[config.mk]
export PLATFORM = sky130hd
export DESIGN_NAME = dma_byte_writer
export DESIGN_NICKNAME = d
export VERILOG_FILES = /design/src/rtl/dma_byte_writer.sv
export SDC_FILE = /design/constraint.sdc
export NUM_CORES = 1
export LEC_CHECK = 0
export ABC_AREA = 1
export BUFFER_PORTS_ARGS = -buffer_cell sky130_fd_sc_hd__buf_4
export CAP_MARGIN = 20
export CORE_MARGIN = 5
export CORE_UTILIZATION = 55
export DETAILED_ROUTE_END_ITERATION = 10
export GPL_TIMING_DRIVEN = 0
export PLACE_DENSITY = 0.86
export SLEW_MARGIN = 20
export SYNTH_ARGS = -nofsm -noshare
export SYNTH_HDL_FRONTEND = slang
export SYNTH_SLANG_ARGS = --single-unit
[constraint.sdc]
create_clock -name HCLK -period 3.02 [get_ports HCLK]
set_clock_uncertainty 0.05 [all_clocks]
set_input_delay 0.302 -clock HCLK [delete_from_list [all_inputs] [get_ports HCLK]]
set_output_delay 0.302 -clock HCLK [all_outputs]
set_load 0.03 [all_outputs]
[src/rtl/dma_byte_writer.sv]
// Byte-to-word DMA writer: packs incoming bytes into 32-bit words and writes them to base + 4*index.
// Define DMA_BYTE_WRITER_ENDIAN_SWAP_EN to pack big-endian (lane 0 = bits [31:24]).
module dma_byte_writer (
   input  logic        HCLK,
   input  logic        HRESET,
   input  logic        i_Start,
   input  logic [15:0] i_RCC_DMA_ADDR_HIGH,
   input  logic [15:0] i_RCC_DMA_ADDR_LOW,
   input  logic [5:0]  i_RCC_BUFFER_LENGTH,
   input  logic [7:0]  i_serialized_input,
   input  logic        i_serialized_input_valid,
   output logic        o_ready,
   output logic [31:0] mem_WR_addr,
   output logic        mem_write_flag,
   output logic [31:0] HWDATA_toMem,
   output logic [1:0]  o_Deserialize_Counter,
   output logic [15:0] o_Bytes_Counter,
   output logic        o_Busy,
   output logic        o_Done
);

   typedef enum logic [1:0] {
      S_IDLE    = 2'd0,
      S_COLLECT = 2'd1,
      S_WRITE   = 2'd2,
      S_DONE    = 2'd3
   } state_t;

   state_t      state_q, state_d;
   logic [31:0] base_q, base_d;
   logic [5:0]  len_q, len_d;
   logic [5:0]  widx_q, widx_d;
   logic [31:0] word_q, word_d;
   logic [1:0]  lane_q, lane_d;
   logic [15:0] bytes_q, bytes_d;
   logic [31:0] addr_q, addr_d;
   logic [31:0] wdata_q, wdata_d;
   logic        wflag_q, wflag_d;
   logic        busy_q, busy_d;
   logic        done_q, done_d;

   logic        accept;
   logic [31:0] word_ins;

   assign o_ready = (state_q == S_COLLECT);
   assign accept  = o_ready & i_serialized_input_valid;

   // Word buffer with the incoming byte merged into the current lane.
   always_comb begin
      word_ins = word_q;
`ifdef DMA_BYTE_WRITER_ENDIAN_SWAP_EN
      case (lane_q)
         2'd0:    word_ins[31:24] = i_serialized_input;
         2'd1:    word_ins[23:16] = i_serialized_input;
         2'd2:    word_ins[15:8]  = i_serialized_input;
         default: word_ins[7:0]   = i_serialized_input;
      endcase
`else
      case (lane_q)
         2'd0:    word_ins[7:0]   = i_serialized_input;
         2'd1:    word_ins[15:8]  = i_serialized_input;
         2'd2:    word_ins[23:16] = i_serialized_input;
         default: word_ins[31:24] = i_serialized_input;
      endcase
`endif
   end

   always_comb begin
      state_d = state_q;
      base_d  = base_q;
      len_d   = len_q;
      widx_d  = widx_q;
      word_d  = word_q;
      lane_d  = lane_q;
      bytes_d = bytes_q;
      addr_d  = addr_q;
      wdata_d = wdata_q;
      wflag_d = 1'b0;

      case (state_q)
         S_IDLE: begin
            if (i_Start) begin
               base_d  = {i_RCC_DMA_ADDR_HIGH, i_RCC_DMA_ADDR_LOW};
               len_d   = i_RCC_BUFFER_LENGTH;
               widx_d  = '0;
               word_d  = '0;
               lane_d  = '0;
               bytes_d = '0;
               state_d = (i_RCC_BUFFER_LENGTH == 6'd0) ? S_DONE : S_COLLECT;
            end
         end
         S_COLLECT: begin
            if (accept) begin
               word_d  = word_ins;
               lane_d  = lane_q + 2'd1;
               bytes_d = bytes_q + 16'd1;
               // Write strobe, data and address are registered here so they appear in the WRITE cycle.
               if (lane_q == 2'd3) begin
                  state_d = S_WRITE;
                  wflag_d = 1'b1;
                  wdata_d = word_ins;
                  addr_d  = base_q + {24'd0, widx_q, 2'b00};
                  word_d  = '0;
               end
            end
         end
         S_WRITE: begin
            widx_d  = widx_q + 6'd1;
            state_d = (({1'b0, widx_q} + 7'd1) < {1'b0, len_q}) ? S_COLLECT : S_DONE;
         end
         S_DONE: begin
            state_d = S_IDLE;
         end
         default: begin
            state_d = S_IDLE;
         end
      endcase

      busy_d = (state_d == S_COLLECT) || (state_d == S_WRITE);
      done_d = (state_d == S_DONE);
   end

   always_ff @(posedge HCLK) begin
      if (HRESET) begin
         state_q <= S_IDLE;
         base_q  <= '0;
         len_q   <= '0;
         widx_q  <= '0;
         word_q  <= '0;
         lane_q  <= '0;
         bytes_q <= '0;
         addr_q  <= '0;
         wdata_q <= '0;
         wflag_q <= 1'b0;
         busy_q  <= 1'b0;
         done_q  <= 1'b0;
      end else begin
         state_q <= state_d;
         base_q  <= base_d;
         len_q   <= len_d;
         widx_q  <= widx_d;
         word_q  <= word_d;
         lane_q  <= lane_d;
         bytes_q <= bytes_d;
         addr_q  <= addr_d;
         wdata_q <= wdata_d;
         wflag_q <= wflag_d;
         busy_q  <= busy_d;
         done_q  <= done_d;
      end
   end

   assign mem_WR_addr           = addr_q;
   assign mem_write_flag        = wflag_q;
   assign HWDATA_toMem          = wdata_q;
   assign o_Deserialize_Counter = lane_q;
   assign o_Bytes_Counter       = bytes_q;
   assign o_Busy                = busy_q;
   assign o_Done                = done_q;

endmodule

After elaboration in Yosys (flattened, before gate mapping)

Index checks and enable logic that the tools add are counted.

Register bits after elaboration: 163
Bits in latches: 0
RAM bits: 0
Memory bits (read-only): 0
Output and inout bits: 86
Logic and storage cells: 67
Memories: 0

$add $sub $neg: 5
Multipliers: 0
Div/mod/pow operators: 0
$lt $le $gt $ge: 1
Equality and inequality tests: 11
Shift-type cells: 0
Multiplexer cells: 23
Bitwise gates (word level): 3
Reduce and logical (&&, ||, !) cells: 12

Operators by type and width:

| kind                                          | count |
|---|---|
| two-way mux 32 bit                            | 3 |
| case mux 32 bit (2 select lines)              | 1 |
| adder 32 x 8 -> 32 bit                        | 1 |
| two-way mux 16 bit                            | 2 |
| two-way mux 8 bit                             | 4 |
| case mux 16 bit (2 select lines)              | 1 |
| adder 16 x 1 -> 16 bit, second input constant | 1 |
| two-way mux 2 bit                             | 7 |
| == test 2 bit, second input constant          | 6 |
| case mux 6 bit (2 select lines)               | 1 |
| case mux 2 bit (4 select lines)               | 1 |
| adder 6 x 1 -> 7 bit, second input constant   | 1 |
| < comparator 7 x 6 -> 1 bit                   | 1 |
| adder 6 x 1 -> 6 bit, second input constant   | 1 |
| == test 2 x 1 -> 1 bit, second input constant | 3 |
| logical NOT 6 bit                             | 1 |
| two-way mux 6 bit                             | 1 |
| AND reduction 3 bit                           | 2 |
| OR reduction 3 bit                            | 2 |
| logical NOT 2 bit                             | 2 |
| case mux 2 bit (2 select lines)               | 1 |
| AND reduction 2 bit                           | 2 |
| nonzero test 2 bit                            | 2 |
| adder 2 x 1 -> 2 bit, second input constant   | 1 |
| other kinds (6)                               | 7 |

Longest topological paths before layout

Word-level depth: 6
Depth in mapped cells: 13

Worst setup path before layout

No wires, ideal clock.

Path kind: reg-to-reg
From: reg widx_q[1]
To: reg busy_q (netlist: o_Busy)
Setup time: 0.128 ns
Arrival: 1.935 ns
Required time: 2.842 ns
Slack: 0.908 ns
Cell stages (with the launch flop): 12
Path through: dfxtp_1 -> nand3_1 -> nor3_1 -> xor2_1 -> ha_1 -> a21oi_1 -> nand3_1 -> o21ai_0 -> nand3_1 -> ha_1 -> inv_1 -> nor2_1

Longest elaborated chain between the ends: 6
Elaborated cells between the ends (all ways): 7

RTL lines:

| what                                                           | RTL line | RTL |
|---|---|---|
| start, declared                                                | 32       | `logic [5:0] widx_q, widx_d;` |
| start signal, assigned                                         | 141      | `widx_q <= widx_d;` |
| adder 6 x 1 -> 7 bit (*)                                       | 109      | `state_d = (({1'b0, widx_q} + 7'd1) < {1'b0, len_q}) ? S_COLLECT : S_DONE;` |
| < comparator 7 x 6 -> 1 bit (*)                                | 109      |  |
| two-way mux 2 bit (*)                                          | 109      |  |
| case mux 2 bit (4 select lines) (*)                            | 80       | `case (state_q)` |
| == test 2 x 1 -> 1 bit / == test 2 bit (equally long branches) | 119      | `busy_d = (state_d == S_COLLECT) \|\| (state_d == S_WRITE);` |
| logical OR 1 bit (*)                                           | 119      |  |
| named net busy_d                                               | 39       | `logic busy_q, busy_d;` |
| end signal, assigned                                           | 148      | `busy_q <= busy_d;` |
| end, declared                                                  | 39       |  |

Mark *: on every way through the listed nets, which the timed path passes. The rest lies on a longest branch.
A chain may end at the register's enable or synchronous reset.

Final worst setup path

Ends and elaborated chain as after synthesis.

==> flow_metrics.py <==
metrics = {
    "outcome": {
        "status": "completed",
    },
    "floorplanning": {
        "start_util": 0.557,
        "coreArea_sq_um": 13100,
        "die-area_sq_um": 15700,
        "design.portCount": 136,
        "fp.dieH_um": 125,
        "die_w_um": 125,
        "placementRows": 42,
    },
    "critical_path": {
        "worstSetupPathType": "flop to flop",
        "critPathMaxFanout": 5,
        "cp_data_arrival_time_ps": 3010,
        "cp-start-kind": "flop",
        "end_kind": "flop",
        "required_ps": 3320,
    },
    "logic_synthesis": {
        "yosysMostFrequentCell": "nand2_1",
        "synth_top_area_cell": "dfxtp_1",
        "synth_area_leaders": "dfxtp_1 (42%), nand2_1 (11%), a21oi_1 (7.5%)",
        "yosysTopAreaCellShare": 0.424,
        "synthTopCellsByCount": "nand2_1 (209), dfxtp_1 (155), nor2_1 (119)",
        "synth_fa_ha_area_frac": 0.0335,
        "synth-compound-area-share": 0.178,
        "synth_seq_cells": 155,
        "synth_warnings": 0,
        "async_reset_ff_frac": 0,
        "netlist_area_sq_um": 7320,
        "synth_cells": 1034,
        "synth_top_family_by_area": "simple AND/OR/NAND/NOR gates",
        "yosys.area_share.simple": 0.260,
        "syn_avg_cell_area_sq_um": 7.08,
        "seq_area_frac_synth": 0.424,
        "synthDistinctLibCells": 44,
        "synth_xor_area_frac": 0.00957,
        "synth_mux_area_frac": 0.00769,
        "synth_flop_cell": "dfxtp_1",
        "syn-num-nets": 1103,
        "synth_edf_count": 0,
    },
    "clock_tree": {
        "insertion_delay_ps": 430,
        "cts_root_buffer": "clkbuf_16",
        "cts_buffers": 17,
        "cts.sinks": 155,
        "cts_hold_buf": 0,
        "cts_tree": "built",
        "postCtsSetupBuffers": 0,
        "cts_buffer_depth": 2,
        "htreeDepth": 4,
        "clk_pin_slew_ps": 60,
        "cts_repair_resize_count": 0,
    },
    "drt": {
        "via_count": 7724,
        "wirelength_um": 23000,
        "wire_per_inst_um": 16.7,
        "drt_iter0_markers": 791,
        "ant_nets": 0,
        "viasPerCell": 5.62,
        "drcViolationCount": 0,
        "first_pass_iters": 6,
    },
    "final_layout": {
        "n_fill_cell": 1077,
        "nNetsFinal": 1257,
        "syn_to_final_growth_pct": 26.0,
        "drive_gt1_frac": 0.168,
        "antenna_cells": 0,
        "final_core_util": 0.702,
    },
    "grt": {
        "grt_pass1_vias": 7314,
        "grt_usage": 0.287,
        "grt_max_degree": 17,
        "grt_pass1_wl_um": 36500,
        "grt_antenna_before_repair": 0,
        "overflow": 0,
    },
    "timing": {
        "period_needed_ps": 2710,
        "finalHoldViolations": 0,
        "setup_violations": 0,
        "fin_tns_setup_ps": 0,
        "period_share": 0.898,
        "fmax_mhz": 369,
        "worst-slew-pin-transition_ps": 639,
        "finalHoldWorstSlack_ps": 76.7,
        "relSlewSlack": 0.572,
        "maxSlewViolCount": 0,
        "rsz0062_at_grt": "false",
    },
    "power_and_ir_drop": {
        "power_density_nw_per_um2": 555,
        "ir_worst_vdd_uv": 409,
        "leakagePower_nw": 4.13,
    },
    "placement": {
        "portBuffers": 135,
        "dp_hpwl_um": 16700,
        "place.gp.congestion": 0.953,
    },
    "job": {
        "max_cap_viol_count": 0,
    },
    "hold_path": {
        "hold_class": "input pin to flop",
    },
}
==> worst max-delay path, cell delays in order, from the launching register on <==
cell	delay, ps
dfxtp_1	450
ha_1	240
nand3_1	130
xor2_1	220
inv_1	120
ha_1	300
nand3_1	80
nand3_1	80
o21ai_0	310
nand3_1	160
ha_1	310
inv_1	40
nor2_1	150
==> layout make-up <==
class | instances | area [sq um] | area share
Tap cell | 176 | 220 | 0.0239
Multi-Input combinational cell | 715 | 3570 | 0.387
Inverter | 116 | 435 | 0.0472
Buffer | 48 | 210 | 0.0228
Timing Repair Buffer | 135 | 1010 | 0.110
Clock buffer | 19 | 453 | 0.0491
Sequential cell | 155 | 3100 | 0.336
Clock inverter | 11 | 216 | 0.0235
==> per-stage QoR <==
step / cells / instance area (sq um) / setup slack (ps) / total power (W)
after CTS: 1375 / 9230 / 317 / 0.00512
after global placement: 1345 / 8560 / 433 / 0.00270
final: 1375 / 9230 / 308 / 0.00512
after detailed placement: 1345 / 8560 / 391 / 0.00271
after floorplan: 1034 / 7320 / 908 / 0.00252
after global routing: 1375 / 9230 / 86.6 / 0.00527
==> routing by layer <==
layer	routed length [um]	part of all wire	track usage	up-vias
met5	0	0	0	-
met4	1040	0.045	0.148	0
met3	2000	0.087	0.0644	75
met2	10600	0.46	0.464	402
met1	9370	0.41	0.361	3549
li1	-	-	-	3698
==> cell usage in the layout (no fill, tap or decap), types with 17 or more instances in the layout <==
master     count
ha_1          18
o21ai_0       85
nand3_1       72
inv_1        113
o21a_1        17
a21oi_1      110
clkbuf_1      29
buf_4        136
nor2_1       119
clkbuf_16     17
dfxtp_1      155
nand2_1      209
==> final timing paths <==
path                                                    from                      endpoint  slack (ps)  cells past startpoint
worst max-delay path                  widx_q[1]$_SDFFE_PP0P_             o_Busy$_SDFF_PP0_         310                     12
worst min-delay path                   i_RCC_DMA_ADDR_LOW[5]        base_q[5]$_SDFFE_PP0P_          80                      3
worst max register to register        widx_q[1]$_SDFFE_PP0P_             o_Busy$_SDFF_PP0_         310                     12
worst min register to register  HWDATA_toMem[1]$_SDFFE_PP0P_  HWDATA_toMem[1]$_SDFFE_PP0P_         410                      2
==> power breakdown <==
group          internal [W]  switching, W
Clock               0.00158      0.000853
Sequential          0.00212     0.0000626
Combinational      0.000173      0.000328
==> cells by family after synthesis <==
| kind of cell | Yosys count |
|---|---|
| multiplexers | 5 |
| buffers and inverters | 164 |
| XOR/XNOR | 8 |
| flip-flops | 155 |
| AO/OA/AOI/OAI | 237 |
| adder cells (fa/ha/maj) | 19 |
| AND/OR/NAND/NOR | 446 |
==> state kept, by name, summed over array words and instances (netlist names), 6 cells and up <==
name             flops
base_q              32
o_Bytes_Counter     16
len_q                6
mem_WR_addr         32
HWDATA_toMem        32
word_q              24
widx_q               6
(Power assumes the default switching activity.)
